`src/rtl/fpu_pkg.sv`:
```
// Shared constants and FSM state encoding for the FP adder normalise/round stage.
package fpu_pkg;
  localparam int WIDTH      = 64;
  localparam int EXP_W      = 11;
  localparam int FRAC_W     = 52;
  localparam int IEXP_W     = 13;
  localparam int BIAS       = 1023;
  localparam int EXP_INF    = 2047;
  localparam int CARRY_BIT  = 64;
  localparam int HIDDEN_BIT = 63;
  localparam int LSB_BIT    = 11;
  localparam int GUARD_BIT  = 10;

  typedef enum logic [1:0] {IDLE, NORM, ROUND, DONE} state_t;
endpackage

```
`src/rtl/fpu_norm_round_if.sv`:
```
// Handshake bundle between the integer ALU, the normalise/round stage and its consumer.
interface fpu_norm_round_if;
  import fpu_pkg::*;

  logic                 in_valid;
  logic                 in_ready;
  logic [WIDTH:0]       in_mant;
  logic                 in_sign;
  logic [EXP_W-1:0]     in_exp;
  logic                 out_valid;
  logic                 out_ready;
  logic [63:0]          out_result;
  logic                 out_overflow;
  logic                 out_underflow;
  logic                 out_inexact;

  modport slave (
    input  in_valid, in_mant, in_sign, in_exp, out_ready,
    output in_ready, out_valid, out_result, out_overflow, out_underflow, out_inexact
  );

  modport master (
    output in_valid, in_mant, in_sign, in_exp, out_ready,
    input  in_ready, out_valid, out_result, out_overflow, out_underflow, out_inexact
  );
endinterface

```
`src/rtl/fpu_round_rne.sv`:
```
// Combinational round-to-nearest-even and IEEE-754 double packing of a normalised significand.
module fpu_round_rne
  import fpu_pkg::*;
(
  input  logic [HIDDEN_BIT:0]      i_mant,
  input  logic signed [IEXP_W-1:0] i_exp,
  input  logic                     i_sign,
  output logic [63:0]              o_result,
  output logic                     o_overflow,
  output logic                     o_underflow,
  output logic                     o_inexact
);
  localparam logic signed [IEXP_W-1:0] EXP_INF_S = IEXP_W'(EXP_INF);

  logic                     w_lsb, w_g, w_rs, w_up, w_inexact, w_hidden, w_ovf;
  logic [FRAC_W+1:0]        w_sig;
  logic signed [IEXP_W-1:0] w_exp_r;
  logic [FRAC_W-1:0]        w_frac;
  logic [EXP_W-1:0]         w_enc;

  assign w_lsb     = i_mant[LSB_BIT];
  assign w_g       = i_mant[GUARD_BIT];
  assign w_rs      = |i_mant[GUARD_BIT-1:0];
  assign w_up      = w_g & (w_rs | w_lsb);
  assign w_inexact = w_g | w_rs;
  assign w_sig     = {1'b0, i_mant[HIDDEN_BIT:LSB_BIT]} + {{(FRAC_W+1){1'b0}}, w_up};

  // A carry out of the significand leaves 1.000..: fraction clears, exponent bumps.
  always_comb begin
    w_exp_r  = w_sig[FRAC_W+1] ? i_exp + 13'sd1 : i_exp;
    w_frac   = w_sig[FRAC_W+1] ? '0 : w_sig[FRAC_W-1:0];
    w_hidden = w_sig[FRAC_W+1] | w_sig[FRAC_W];
    w_enc    = w_hidden ? w_exp_r[EXP_W-1:0] : '0;
    w_ovf    = (w_exp_r >= EXP_INF_S);
  end

  assign o_result    = w_ovf ? {i_sign, {EXP_W{1'b1}}, {FRAC_W{1'b0}}}
                             : {i_sign, w_enc, w_frac};
  assign o_overflow  = w_ovf;
  assign o_inexact   = w_ovf | w_inexact;
  assign o_underflow = ~w_ovf & (w_enc == '0) & w_inexact;
endmodule

```
`src/rtl/fpu_norm_round.sv`:
```
// Iterative one-bit-per-cycle normaliser feeding the RNE rounder; one transaction in flight.
module fpu_norm_round
  import fpu_pkg::*;
(
  input  logic             clk,
  input  logic             rst,
  fpu_norm_round_if.slave  bus
);
  state_t                   r_state;
  logic [WIDTH:0]           r_mant;
  logic signed [IEXP_W-1:0] r_exp;
  logic                     r_sign;
  logic                     r_out_valid;
  logic [63:0]              r_result;
  logic                     r_ovf, r_unf, r_inx;

  logic [63:0]              w_result;
  logic                     w_ovf, w_unf, w_inx;
  logic                     w_in_ready;

  assign w_in_ready = (r_state == IDLE);

  fpu_round_rne u_round (
    .i_mant      (r_mant[HIDDEN_BIT:0]),
    .i_exp       (r_exp),
    .i_sign      (r_sign),
    .o_result    (w_result),
    .o_overflow  (w_ovf),
    .o_underflow (w_unf),
    .o_inexact   (w_inx)
  );

  always_ff @(posedge clk) begin
    if (rst) begin
      r_state     <= IDLE;
      r_mant      <= '0;
      r_exp       <= '0;
      r_sign      <= 1'b0;
      r_out_valid <= 1'b0;
      r_result    <= '0;
      r_ovf       <= 1'b0;
      r_unf       <= 1'b0;
      r_inx       <= 1'b0;
    end else begin
      case (r_state)
        IDLE: begin
          if (bus.in_valid) begin
            r_mant  <= bus.in_mant;
            r_exp   <= $signed({2'b00, bus.in_exp});
            r_sign  <= bus.in_sign;
            r_state <= NORM;
          end
        end
        NORM: begin
          if (r_mant == '0) begin
            r_result <= '0;
            r_ovf    <= 1'b0;
            r_unf    <= 1'b0;
            r_inx    <= 1'b0;
            r_state  <= DONE;
          end else if (r_mant[CARRY_BIT]) begin
            // Fold the dropped bit into bit 0 so the sticky information survives.
            r_mant  <= {1'b0, r_mant[CARRY_BIT:2], r_mant[1] | r_mant[0]};
            r_exp   <= r_exp + 13'sd1;
            r_state <= ROUND;
          end else if (r_mant[HIDDEN_BIT] || r_exp == 13'sd1) begin
            r_state <= ROUND;
          end else begin
            r_mant <= {r_mant[HIDDEN_BIT:0], 1'b0};
            r_exp  <= r_exp - 13'sd1;
          end
        end
        ROUND: begin
          r_result <= w_result;
          r_ovf    <= w_ovf;
          r_unf    <= w_unf;
          r_inx    <= w_inx;
          r_state  <= DONE;
        end
        DONE: begin
          if (r_out_valid && bus.out_ready) begin
            r_out_valid <= 1'b0;
            r_state     <= IDLE;
          end else begin
            r_out_valid <= 1'b1;
          end
        end
        default: r_state <= IDLE;
      endcase
    end
  end

  assign bus.in_ready      = w_in_ready;
  assign bus.out_valid     = r_out_valid;
  assign bus.out_result    = r_result;
  assign bus.out_overflow  = r_ovf;
  assign bus.out_underflow = r_unf;
  assign bus.out_inexact   = r_inx;
endmodule

```
`src/flat_wrapper.sv`:
```
// flat-port wrapper written by rule: the top's interface ports become plain ports
module fpu_norm_round_flat import fpu_pkg::*;
  (clk, rst, bus_in_valid, bus_in_mant, bus_in_sign, bus_in_exp, bus_out_ready, bus_in_ready, bus_out_valid, bus_out_result, bus_out_overflow, bus_out_underflow, bus_out_inexact);
  fpu_norm_round_if bus_i ();
  input  logic clk;
  input  logic rst;
  input wire logic [$bits(bus_i.in_valid)-1:0] bus_in_valid;
  input wire logic [$bits(bus_i.in_mant)-1:0] bus_in_mant;
  input wire logic [$bits(bus_i.in_sign)-1:0] bus_in_sign;
  input wire logic [$bits(bus_i.in_exp)-1:0] bus_in_exp;
  input wire logic [$bits(bus_i.out_ready)-1:0] bus_out_ready;
  output wire logic [$bits(bus_i.in_ready)-1:0] bus_in_ready;
  output wire logic [$bits(bus_i.out_valid)-1:0] bus_out_valid;
  output wire logic [$bits(bus_i.out_result)-1:0] bus_out_result;
  output wire logic [$bits(bus_i.out_overflow)-1:0] bus_out_overflow;
  output wire logic [$bits(bus_i.out_underflow)-1:0] bus_out_underflow;
  output wire logic [$bits(bus_i.out_inexact)-1:0] bus_out_inexact;
  assign bus_i.in_valid = bus_in_valid;
  assign bus_i.in_mant = bus_in_mant;
  assign bus_i.in_sign = bus_in_sign;
  assign bus_i.in_exp = bus_in_exp;
  assign bus_i.out_ready = bus_out_ready;
  assign bus_in_ready = bus_i.in_ready;
  assign bus_out_valid = bus_i.out_valid;
  assign bus_out_result = bus_i.out_result;
  assign bus_out_overflow = bus_i.out_overflow;
  assign bus_out_underflow = bus_i.out_underflow;
  assign bus_out_inexact = bus_i.out_inexact;
  fpu_norm_round u_core (.clk(clk), .rst(rst), .bus(bus_i));
endmodule
```
`config.mk`:
```
export PLATFORM = sky130hd
export DESIGN_NAME = fpu_norm_round_flat
export DESIGN_NICKNAME = d
export VERILOG_FILES = /design/src/rtl/fpu_pkg.sv /design/src/rtl/fpu_norm_round_if.sv /design/src/rtl/fpu_round_rne.sv /design/src/rtl/fpu_norm_round.sv /design/src/flat_wrapper.sv
export SDC_FILE = /design/constraint.sdc
export NUM_CORES = 1
export LEC_CHECK = 0
export BUFFER_PORTS_ARGS = -buffer_cell sky130_fd_sc_hd__buf_2
export CAP_MARGIN = 20
export CORE_UTILIZATION = 50
export DETAILED_ROUTE_END_ITERATION = 10
export GPL_TIMING_DRIVEN = 0
export HOLD_SLACK_MARGIN = 0.15
export PLACE_DENSITY = 0.72
export SYNTH_ARGS = -nofsm -noshare
export SYNTH_HDL_FRONTEND = slang
export SYNTH_HIERARCHICAL = 1
export SYNTH_SLANG_ARGS = --single-unit
```
`constraint.sdc`:
```
create_clock -name clk -period 3.5 [get_ports clk]
set_input_delay 0.525 -clock clk [delete_from_list [all_inputs] [get_ports clk]]
set_output_delay 0.525 -clock clk [all_outputs]
set_load 0.01 [all_outputs]
```
==> impl_metrics.ini <==
[run_status]
status = complete, no violations

[critical_path]
r2r_start = u_core/r_mant[24]$_SDFFE_PP0P_
regToRegSetupSlack_ns = 0.11
setup.worst_path.start_class = flop
reg2reg_to = u_core/bus.out_underflow$_SDFFE_PP0P_
crit_fanout = 10
cp-end-kind = flop
worstPathRequired_ns = 3.85
critPathKind = reg -> reg
cp_data_arrival_time_ns = 3.74
reg2regPathDepth = 10

[power]
p_sw_share_pct = 48.1
p_per_area_mw_per_mm2 = 892
intPower_uw = 5130
p_total_uw = 9870
power_switching_uw = 4740
comb_power_share_pct = 50.0
p_leak_uw = 0.00406
ir_drop_v = 0.000532
seqPwrFrac_pct = 32.1
pwr-share-clk_pct = 18.0

[logic_synthesis]
synthesis.area_sq_mm = 0.00944
yosysWarnings = 6
avgSynthCellArea_sq_um = 7.49
yosysSeqAreaShare_pct = 31.6
syn_nets = 1351
synthCells = 1261
synth_edf_count = 0
async_flop_share_pct = 0
synth-seq-cells = 149
synth_cell_type_count = 70
synth_flop_cell = dfxtp_1

[hold_path]
hold_end = u_core/r_mant[64]$_SDFFE_PP0P_
worstHoldStart = bus_in_mant[64]
min_path_type = in -> reg
worstHoldPathCells = 3

[sta]
hold_viol = 0
fin_crit_sh_pct = 96.8
tightest_slew_ns = 0.855
skew_ns = 0.0108
fin_crit_ns = 3.39
max_freq_ghz = 0.295
setup_viol = 0
grt_setup_unrepaired = false
maxSlewHeadroom_pct = 42.5
final_max_slew_viol_count = 0

[cts]
clk-insertion-delay-late_ns = 0.43
path_clk_slew_ns = 0.06
cts_max_level = 4
cts_buffer_depth = 2
cts_num_sinks = 149
cts_buffers = 17
cts_tree = yes
clockRootBuffer = clkbuf_16
cts_hold_buf = 0
postCtsSetupBuffers = 0

[finish]
layout_common_cells = 174 x buf_2, 164 x nand2_1, 155 x a21oi_1
area_growth_pct = 17.2
final_common_cell = buf_2
antenna_cells = 0
layout-drive-gt1-share_pct = 18.1
layout.nets = 1521
fill_cells = 1762
final_util_pct = 60.8

[global_route]
track_usage_pct = 31.8
antenna_found_initial = 0
grt_pass1_wl_mm = 48.9
grt_max_degree = 17
grt.overflow.total = 0
grt_pass1_vias = 9219

[place]
place_congestion = 0.960
dp_hpwl_mm = 22.8
io_buffers = 149

[die]
die_h_um = 139
initial_core_util_pct = 51.9
core_sq_mm = 0.0182
num_rows = 49
die_area_sq_mm = 0.0194
ios = 150
chipWidth_um = 139

[route]
vias = 10200
drt-wirelength-per-cell_um = 18.5
drcViolationCount = 0
drt_iter0_markers = 918
final_antenna_net_count = 0
wirelength_mm = 31.0
viasPerCell = 6.12
firstDrtPassIters = 7

[job]
cap_violations = 0
## cell families (layout without fill, tap and decap cells)
family	Yosys count	in the layout	synth area share (%)
AO/OA/AOI/OAI	349	349	24.6
XOR/XNOR	56	56	5.27
adder cells (fa/ha/maj)	9	9	1.19
buffers and inverters	186	368	9.13
flip-flops	149	149	31.6
multiplexers	8	8	0.875
AND/OR/NAND/NOR	504	504	27.3
## flip-flops by register name, indices dropped and copies added (netlist names)
signal / count
u_core/r_state: 2
u_core/r_sign: 1
u_core/r_exp: 13
u_core/r_mant: 65
u_core/bus.out_valid: 1
u_core/bus.out_result: 64
u_core/bus.out_inexact: 1
u_core/bus.out_underflow: 1
u_core/bus.out_overflow: 1
## synthesized netlist by cell type, drive strengths merged (2+ instances only)
master	number	area share, %
nand2	165	6.6
a21oi	155	8.2
dfxtp	149	32
nand3	100	5.3
inv	77	3.1
nor3	70	3.9
o211ai	65	5.2
clkbuf	60	2.4
o221ai	60	5.6
buf	48	3.6
nor2	37	1.5
nor4	32	2.4
nand4	30	2.2
xor2	30	2.8
xnor2	26	2.5
o21ai	15	0.80
nand2b	11	0.73
or2	11	0.73
a31oi	10	0.73
and3	10	0.66
a211o	9	0.83
and4	9	0.83
ha	9	1.2
and2	7	0.46
o32ai	7	0.65
mux2i	6	0.64
o21a	5	0.40
or4	5	0.44
a211oi	3	0.29
a221oi	3	0.41
nor2b	3	0.20
nor3b	3	0.24
or3b	3	0.28
a22oi	2	0.16
mux2	2	0.24
nand4b	2	0.34
o22a	2	0.19
o22ai	2	0.13
o31a	2	0.19
or3	2	0.13
## repair_timing
action / 4_1_cts / 5_1_grt
resized for setup: 3 / 4
gates cloned: 0 / 0
endpoints found under the setup margin: 1 / 2
## metal layers
| layer | up-vias | share of wire [%] | track usage (%) |
|---|---|---|---|
| li1 | 4936 | - | - |
| met1 | 4814 | 44 | 43.0 |
| met2 | 427 | 46 | 50.6 |
| met3 | 62 | 7.6 | 5.85 |
| met4 | 0 | 2.6 | 11.3 |
| met5 | - | 0 | 0 |
## how the worst max path moves through the flow
stage | to | from | cells after the start | slack [ns]
final | u_core/bus.out_underflow$_SDFFE_PP0P_ | u_core/r_mant[24]$_SDFFE_PP0P_ | 10 | 0.11
after global routing | u_core/bus.out_result[50]$_SDFFE_PP0P_ | u_core/r_exp[0]$_SDFFE_PP0P_ | 12 | 0.0009
after global placement | u_core/bus.out_underflow$_SDFFE_PP0P_ | u_core/r_mant[10]$_SDFFE_PP0P_ | 12 | -0.004
after detailed placement | u_core/bus.out_underflow$_SDFFE_PP0P_ | u_core/r_mant[10]$_SDFFE_PP0P_ | 12 | -0.07
after floorplan | u_core/bus.out_underflow$_SDFFE_PP0P_ | u_core/r_mant[10]$_SDFFE_PP0P_ | 12 | 0.42
after CTS | u_core/bus.out_underflow$_SDFFE_PP0P_ | u_core/r_mant[10]$_SDFFE_PP0P_ | 12 | 0.05
## power groups by stage
stage	Sequential [uW]	Combinational (uW)	Clock, uW
after global placement	3140	4760	0
after CTS	3120	4840	1790
after detailed placement	3160	4810	0
final	3170	4940	1770
after global routing	3260	5420	1870
after floorplan	2830	3710	0
## metrics by stage
step | setup slack, ns | instances | hold slack, ns | area (sq um) | TNS [ns]
floorplan | 0.423 | 1261 | 0.437 | 9440 | 0
global placement | -0.00404 | 1639 | 0.436 | 10500 | -0.00404
detailed placement | -0.0725 | 1641 | 0.441 | 10500 | -0.0725
CTS | 0.0454 | 1672 | 0.367 | 11100 | 0
global route | 0.000863 | 1672 | 0.381 | 11100 | 0
finish | 0.111 | 1672 | 0.376 | 11100 | 0
## final cells by class
type                       instances  area, sq um  share of cell area [%]
buffer                           108          569                    5.14
clock buffer                      23          488                    4.41
tap                              229          287                    2.59
inverter                          78          293                    2.65
sequential                       149         2990                    27.0
timing repair buffer             151          756                    6.83
multi-input combinational        926         5620                    50.7
clock inverter                     8         75.1                   0.678
## worst max-delay path: stages (launching register included)
cell	delay, ns
dfxtp_1	0.49
and4_1	0.34
nand4_1	0.29
or4_4	0.59
nor4_2	0.27
mux2_2	0.40
buf_2	0.18
or2_2	0.31
a211oi_2	0.18
nand3_1	0.09
a21oi_1	0.17
Note: power is estimated with default switching activity, not from simulation.
